File: config.mk
export PLATFORM = sky130hd
export DESIGN_NAME = mem_port_arbiter
export DESIGN_NICKNAME = d
export VERILOG_FILES = /design/src/rtl/mem_port_arbiter.sv
export SDC_FILE = /design/constraint.sdc
export NUM_CORES = 1
export LEC_CHECK = 0
export CAP_MARGIN = 20
export CORE_ASPECT_RATIO = 0.5
export CORE_UTILIZATION = 45
export DETAILED_ROUTE_END_ITERATION = 12
export PLACE_DENSITY = 0.86
export SLEW_MARGIN = 20
export SYNTH_ARGS = -nofsm -noshare
export SYNTH_HDL_FRONTEND = slang
export SYNTH_SLANG_ARGS = --single-unit
File: constraint.sdc
create_clock -name clk -period 9.4 [get_ports clk]
set_input_delay 1.88 -clock clk [delete_from_list [all_inputs] [get_ports clk]]
set_output_delay 1.88 -clock clk [all_outputs]
set_load 0.03 [all_outputs]
File: src/rtl/mem_port_arbiter.sv
// Two-port (fetch / data) arbiter in front of a single variable-latency memory port.
// Tie-break is fixed data-first unless ARB_ROUND_ROBIN_EN is defined (then alternating).
module mem_port_arbiter #(
    parameter int AW       = 32,
    parameter int DW       = 32,
    parameter int MAX_WAIT = 15
) (
    input  logic          clk,
    input  logic          reset,
    input  logic          if_req,
    input  logic [AW-1:0] if_addr,
    output logic [DW-1:0] if_rdata,
    output logic          if_ready,
    input  logic          dm_req,
    input  logic          dm_we,
    input  logic [AW-1:0] dm_addr,
    input  logic [DW-1:0] dm_wdata,
    output logic [DW-1:0] dm_rdata,
    output logic          dm_ready,
    output logic          stallF,
    output logic          stallM,
    output logic          mem_req,
    output logic          mem_we,
    output logic [AW-1:0] mem_addr,
    output logic [DW-1:0] mem_wdata,
    input  logic [DW-1:0] mem_rdata,
    input  logic          mem_ack,
    output logic          err
);

    typedef enum logic [1:0] {
        IDLE    = 2'd0,
        IF_BUSY = 2'd1,
        DM_BUSY = 2'd2
    } state_t;

    localparam logic [7:0] LP_MAX_WAIT = 8'(MAX_WAIT);

    state_t        r_state;
    logic          r_mem_req;
    logic          r_mem_we;
    logic [AW-1:0] r_mem_addr;
    logic [DW-1:0] r_mem_wdata;
    logic [DW-1:0] r_if_rdata;
    logic [DW-1:0] r_dm_rdata;
    logic          r_if_ready;
    logic          r_dm_ready;
    logic          r_err;
    logic [7:0]    r_wait;

    state_t        w_state_nxt;
    logic          w_mem_req_nxt;
    logic          w_mem_we_nxt;
    logic [AW-1:0] w_mem_addr_nxt;
    logic [DW-1:0] w_mem_wdata_nxt;
    logic [DW-1:0] w_if_rdata_nxt;
    logic [DW-1:0] w_dm_rdata_nxt;
    logic          w_if_ready_nxt;
    logic          w_dm_ready_nxt;
    logic          w_err_nxt;
    logic [7:0]    w_wait_nxt;

    logic          w_if_elig;
    logic          w_dm_elig;
    logic          w_tie_dm;
    logic          w_grant_dm;
    logic          w_grant_if;
    logic          w_timeout;

    // A port whose ready is high still shows the req of the access just finished.
    assign w_if_elig = if_req & ~r_if_ready;
    assign w_dm_elig = dm_req & ~r_dm_ready;

`ifdef ARB_ROUND_ROBIN_EN
    logic r_last_dm;
    logic w_last_dm_nxt;

    assign w_tie_dm = ~r_last_dm;

    always_comb begin
        w_last_dm_nxt = r_last_dm;
        if (r_state == IDLE) begin
            if (w_grant_dm) begin
                w_last_dm_nxt = 1'b1;
            end else if (w_grant_if) begin
                w_last_dm_nxt = 1'b0;
            end
        end
    end

    always_ff @(posedge clk or posedge reset) begin
        if (reset) begin
            r_last_dm <= 1'b0;
        end else begin
            r_last_dm <= w_last_dm_nxt;
        end
    end
`else
    assign w_tie_dm = 1'b1;
`endif

    assign w_grant_dm = w_dm_elig & (~w_if_elig | w_tie_dm);
    assign w_grant_if = w_if_elig & ~w_grant_dm;
    assign w_timeout  = (r_wait == LP_MAX_WAIT);

    always_comb begin
        w_state_nxt     = r_state;
        w_mem_req_nxt   = r_mem_req;
        w_mem_we_nxt    = r_mem_we;
        w_mem_addr_nxt  = r_mem_addr;
        w_mem_wdata_nxt = r_mem_wdata;
        w_if_rdata_nxt  = r_if_rdata;
        w_dm_rdata_nxt  = r_dm_rdata;
        w_if_ready_nxt  = 1'b0;
        w_dm_ready_nxt  = 1'b0;
        w_err_nxt       = 1'b0;
        w_wait_nxt      = r_wait;

        case (r_state)
            IDLE: begin
                if (w_grant_dm) begin
                    w_state_nxt     = DM_BUSY;
                    w_mem_req_nxt   = 1'b1;
                    w_mem_we_nxt    = dm_we;
                    w_mem_addr_nxt  = dm_addr;
                    w_mem_wdata_nxt = dm_wdata;
                    w_wait_nxt      = 8'd0;
                end else if (w_grant_if) begin
                    w_state_nxt    = IF_BUSY;
                    w_mem_req_nxt  = 1'b1;
                    w_mem_we_nxt   = 1'b0;
                    w_mem_addr_nxt = if_addr;
                    w_wait_nxt     = 8'd0;
                end
            end

            IF_BUSY: begin
                // A late ack in the final wait cycle still counts as a normal completion.
                if (mem_ack) begin
                    w_state_nxt    = IDLE;
                    w_mem_req_nxt  = 1'b0;
                    w_if_ready_nxt = 1'b1;
                    w_if_rdata_nxt = mem_rdata;
                end else if (w_timeout) begin
                    w_state_nxt    = IDLE;
                    w_mem_req_nxt  = 1'b0;
                    w_if_ready_nxt = 1'b1;
                    w_err_nxt      = 1'b1;
                    w_if_rdata_nxt = '0;
                end else begin
                    w_wait_nxt = r_wait + 8'd1;
                end
            end

            DM_BUSY: begin
                if (mem_ack) begin
                    w_state_nxt    = IDLE;
                    w_mem_req_nxt  = 1'b0;
                    w_mem_we_nxt   = 1'b0;
                    w_dm_ready_nxt = 1'b1;
                    w_dm_rdata_nxt = r_mem_we ? r_dm_rdata : mem_rdata;
                end else if (w_timeout) begin
                    w_state_nxt    = IDLE;
                    w_mem_req_nxt  = 1'b0;
                    w_mem_we_nxt   = 1'b0;
                    w_dm_ready_nxt = 1'b1;
                    w_err_nxt      = 1'b1;
                    w_dm_rdata_nxt = '0;
                end else begin
                    w_wait_nxt = r_wait + 8'd1;
                end
            end

            default: begin
                w_state_nxt   = IDLE;
                w_mem_req_nxt = 1'b0;
                w_mem_we_nxt  = 1'b0;
            end
        endcase
    end

    always_ff @(posedge clk or posedge reset) begin
        if (reset) begin
            r_state     <= IDLE;
            r_mem_req   <= 1'b0;
            r_mem_we    <= 1'b0;
            r_mem_addr  <= '0;
            r_mem_wdata <= '0;
            r_if_rdata  <= '0;
            r_dm_rdata  <= '0;
            r_if_ready  <= 1'b0;
            r_dm_ready  <= 1'b0;
            r_err       <= 1'b0;
            r_wait      <= 8'd0;
        end else begin
            r_state     <= w_state_nxt;
            r_mem_req   <= w_mem_req_nxt;
            r_mem_we    <= w_mem_we_nxt;
            r_mem_addr  <= w_mem_addr_nxt;
            r_mem_wdata <= w_mem_wdata_nxt;
            r_if_rdata  <= w_if_rdata_nxt;
            r_dm_rdata  <= w_dm_rdata_nxt;
            r_if_ready  <= w_if_ready_nxt;
            r_dm_ready  <= w_dm_ready_nxt;
            r_err       <= w_err_nxt;
            r_wait      <= w_wait_nxt;
        end
    end

    assign mem_req   = r_mem_req;
    assign mem_we    = r_mem_we;
    assign mem_addr  = r_mem_addr;
    assign mem_wdata = r_mem_wdata;
    assign if_rdata  = r_if_rdata;
    assign dm_rdata  = r_dm_rdata;
    assign if_ready  = r_if_ready;
    assign dm_ready  = r_dm_ready;
    assign err       = r_err;
    assign stallF    = if_req & ~r_if_ready;
    assign stallM    = dm_req & ~r_dm_ready;

endmodule

==> impl_metrics.env <==
export IMPL_status="complete, no violations"
export IMPL_crit_family="buffers and inverters"
export IMPL_coreArea_um2=12200
export IMPL_rows=28
export IMPL_ctsHoldBuffers=0
export IMPL_grtUsageTotal_pct=26.5
export IMPL_netlist_instances=448
export IMPL_critPathBufInv=4
export IMPL_worstSetupStartpointType="input pin"
export IMPL_synth_area_leader_cell="dfrtp_1"
export IMPL_hold_viol=0
export IMPL_grt_pass1_wl_um=26500
export IMPL_cts_setup_buffers=0
export IMPL_clk_latency_ns=0.41
export IMPL_antenna_found_initial=0
export IMPL_setup_tns_ns=0
export IMPL_vias=4829
export IMPL_die_w_um=163
export IMPL_async_reset_ff_share_pct=100
export IMPL_dpl_hpwl_um=12300
export IMPL_overflow=0
export IMPL_max_freq_mhz=179
export IMPL_drt_wirelength_per_cell_um=19.8
export IMPL_worstMarginPinSlew_ns=0.972
export IMPL_critPathSlowestCell="clkdlybuf4s50_1"
export IMPL_dpl_instance_area_um2=8580
export IMPL_synth_nets=586
export IMPL_drtPass1Iterations=5
export IMPL_diodes=0
export IMPL_drcViolationCount=0
export IMPL_power_density_nw_per_um2=378
export IMPL_hold_path_class="register to register"
export IMPL_avgSynthCellArea_um2=13.0
export IMPL_synth_seq_area_share_pct=61.5
export IMPL_h_tree_depth=4
export IMPL_ys_dominant_reg_cell="dfrtp_1"
export IMPL_yosys_area_top_type_share_pct=61.5
export IMPL_power_leakage_nw=4.03
export IMPL_synthTopCellsByArea="dfrtp_1 (61%), a22o_1 (9.2%), mux2_2 (6.4%)"
export IMPL_grt_pass1_vias=4878
export IMPL_cts_path_max_buffers=2
export IMPL_period_needed_ns=5.59
export IMPL_path_class="input pin to output port"
export IMPL_min_period_over_period_pct=59.4
export IMPL_ys_ff_latch=143
export IMPL_cts_made_buffers=17
export IMPL_crit_top_cell="clkdlybuf4s50_1"
export IMPL_syn_area_um2=5820
export IMPL_worstPathRequired_ns=7.52
export IMPL_slew_viol_final=0
export IMPL_dieArea_um2=13400
export IMPL_setup_viol=0
export IMPL_io_buffers=268
export IMPL_boundaryPins=269
export IMPL_p_total_mw=3.47
export IMPL_relSlewSlack_pct=35.0
export IMPL_vias_per_cell=5.43
export IMPL_finalNonFillerCells=890
export IMPL_drv_cap=0
export IMPL_post_cts_resized=0
export IMPL_routed_wl_um=17600
export IMPL_crit_path_end_kind="output port"
export IMPL_drive_gt1_share_pct=11.6
export IMPL_clock_sinks=143
export IMPL_cts_tree="built"
export IMPL_first_iter_violations=356
export IMPL_ant_nets=0
export IMPL_initial_core_util_pct=47.7
export IMPL_synth_warnings=0
export IMPL_dieHeight_um=82.4
export IMPL_ys_types=41
export IMPL_synthToLayoutAreaGrowth_pct=57.3
export IMPL_final_nets=850
export IMPL_gp_congestion=0.837
export IMPL_critPathMaxStageDelay_ns=0.65
export IMPL_dp_cells=858
export IMPL_rsz0062_at_grt="false"
export IMPL_cp_cell_sequence="clkdlybuf4s50_1 -> nand2b_2 -> buf_4 -> inv_2 -> clkdlybuf4s50_1"
export IMPL_cts_root_buf="clkbuf_16"
export IMPL_critPathArrivalTime_ns=3.71
export IMPL_clk_pin_slew_ns=0.06
export IMPL_clock_skew_final_ns=0.00912
export IMPL_irDropWorstVdd_mv=0.207
export IMPL_cp_max_fo=37
export IMPL_final_area_um2=9160
export IMPL_utilization_pct=75.1
export IMPL_grt_max_degree=73
export IMPL_synth_edff_count=0
==> metal layers <==
layer,global-route usage (%),share of wire [%]
met1,31.0,39
met2,47.7,52
met3,4.65,4.6
met4,15.0,3.8
met5,0,0
==> cell usage after synthesis, types with 2 or more instances <==
master    number
ha_1           4
buf_2          8
buf_6         10
nand3_1        5
o21ai_0       42
and3_1         2
mux2i_1       32
nor2b_1        2
inv_1          7
a22o_1        61
nand2b_1       4
a21oi_1        6
clkbuf_1       7
nor2_1         5
buf_1          5
o31ai_1        3
dfrtp_1      143
a22o_2         3
mux2_2        33
nand2_1       44
a41oi_1        2
==> where the power goes <==
group	total, mW	internal, mW	switching (mW)
logic	1.76	0.760	0.998
clock network	0.652	0.373	0.280
registers	1.06	0.895	0.160
total	3.47	2.03	1.44
==> path summary, 6_finish.rpt <==
kind,start,endpoint,slack (ns),cells past startpoint
max in group asynchronous,reset,if_rdata[27],6.07,3
min in group asynchronous,reset,if_rdata[28],1.93,2
worst min-delay path,mem_addr[9],mem_addr[9],0.48,2
worst min register to register,mem_addr[9],mem_addr[9],0.48,2
worst max-delay path,dm_req,stallM,3.81,5
worst max register to register,dm_ready,mem_wdata[11],7.12,6
==> state kept, by name, summed over array words and instances (netlist names) <==
register and flops:
r_wait 8, if_rdata 32, r_state 2, if_ready 1, dm_ready 1, mem_wdata 32, mem_addr 32, mem_we 1
mem_req 1, dm_rdata 32, err 1
==> worst reg2reg max path: stages, from the launching register on <==
cell	delay (ns)
dfrtp_1	0.40
nand2b_2	0.14
buf_4	0.51
inv_2	0.17
nand2_1	0.11
buf_4	0.41
mux2_2	0.43
==> layout make-up <==
class	count	area (um^2)
flip-flops and latches	143	3580
fillers	757	3030
repair buffers	275	2740
multi-input cells	267	2030
clock buffers	17	425
well taps	165	206
clock inverters	15	149
inverters	8	35.0
==> through the flow <==
stage                     worst slack [ns]  hold slack [ns]
final                                 3.81            0.483
after global routing                  3.74            0.507
after CTS                             3.82            0.484
after detailed placement              3.83            0.469
after global placement                3.89            0.463
after floorplan                       3.68            0.473
==> placed cells by master (no fill, tap or decap), types with 2 or more instances in the layout <==
master | netlist | layout
clkdlybuf4s50_1 | 0 | 268
dfrtp_1 | 143 | 143
a22o_1 | 61 | 61
nand2_1 | 44 | 44
o21ai_0 | 42 | 41
mux2_2 | 33 | 33
mux2i_1 | 32 | 32
clkbuf_16 | 0 | 17
inv_6 | 0 | 8
buf_4 | 0 | 7
inv_1 | 7 | 6
a21oi_1 | 6 | 6
nor2_1 | 5 | 5
nand3_1 | 5 | 5
ha_1 | 4 | 4
nand2b_1 | 4 | 3
a22o_2 | 3 | 3
o31ai_1 | 3 | 3
clkinv_4 | 0 | 3
o21ai_4 | 1 | 2
and3_1 | 2 | 2
nor2b_1 | 2 | 2
a41oi_1 | 2 | 2
clkinvlp_4 | 0 | 2
==> cell families after synthesis <==
family | synth area share, %
compound gates | 16.1
fa+ha+maj | 0.860
buf+inv | 3.91
flops | 61.5
mux | 11.9
simple gates | 5.76
Note: power is estimated with default switching activity, not from simulation.
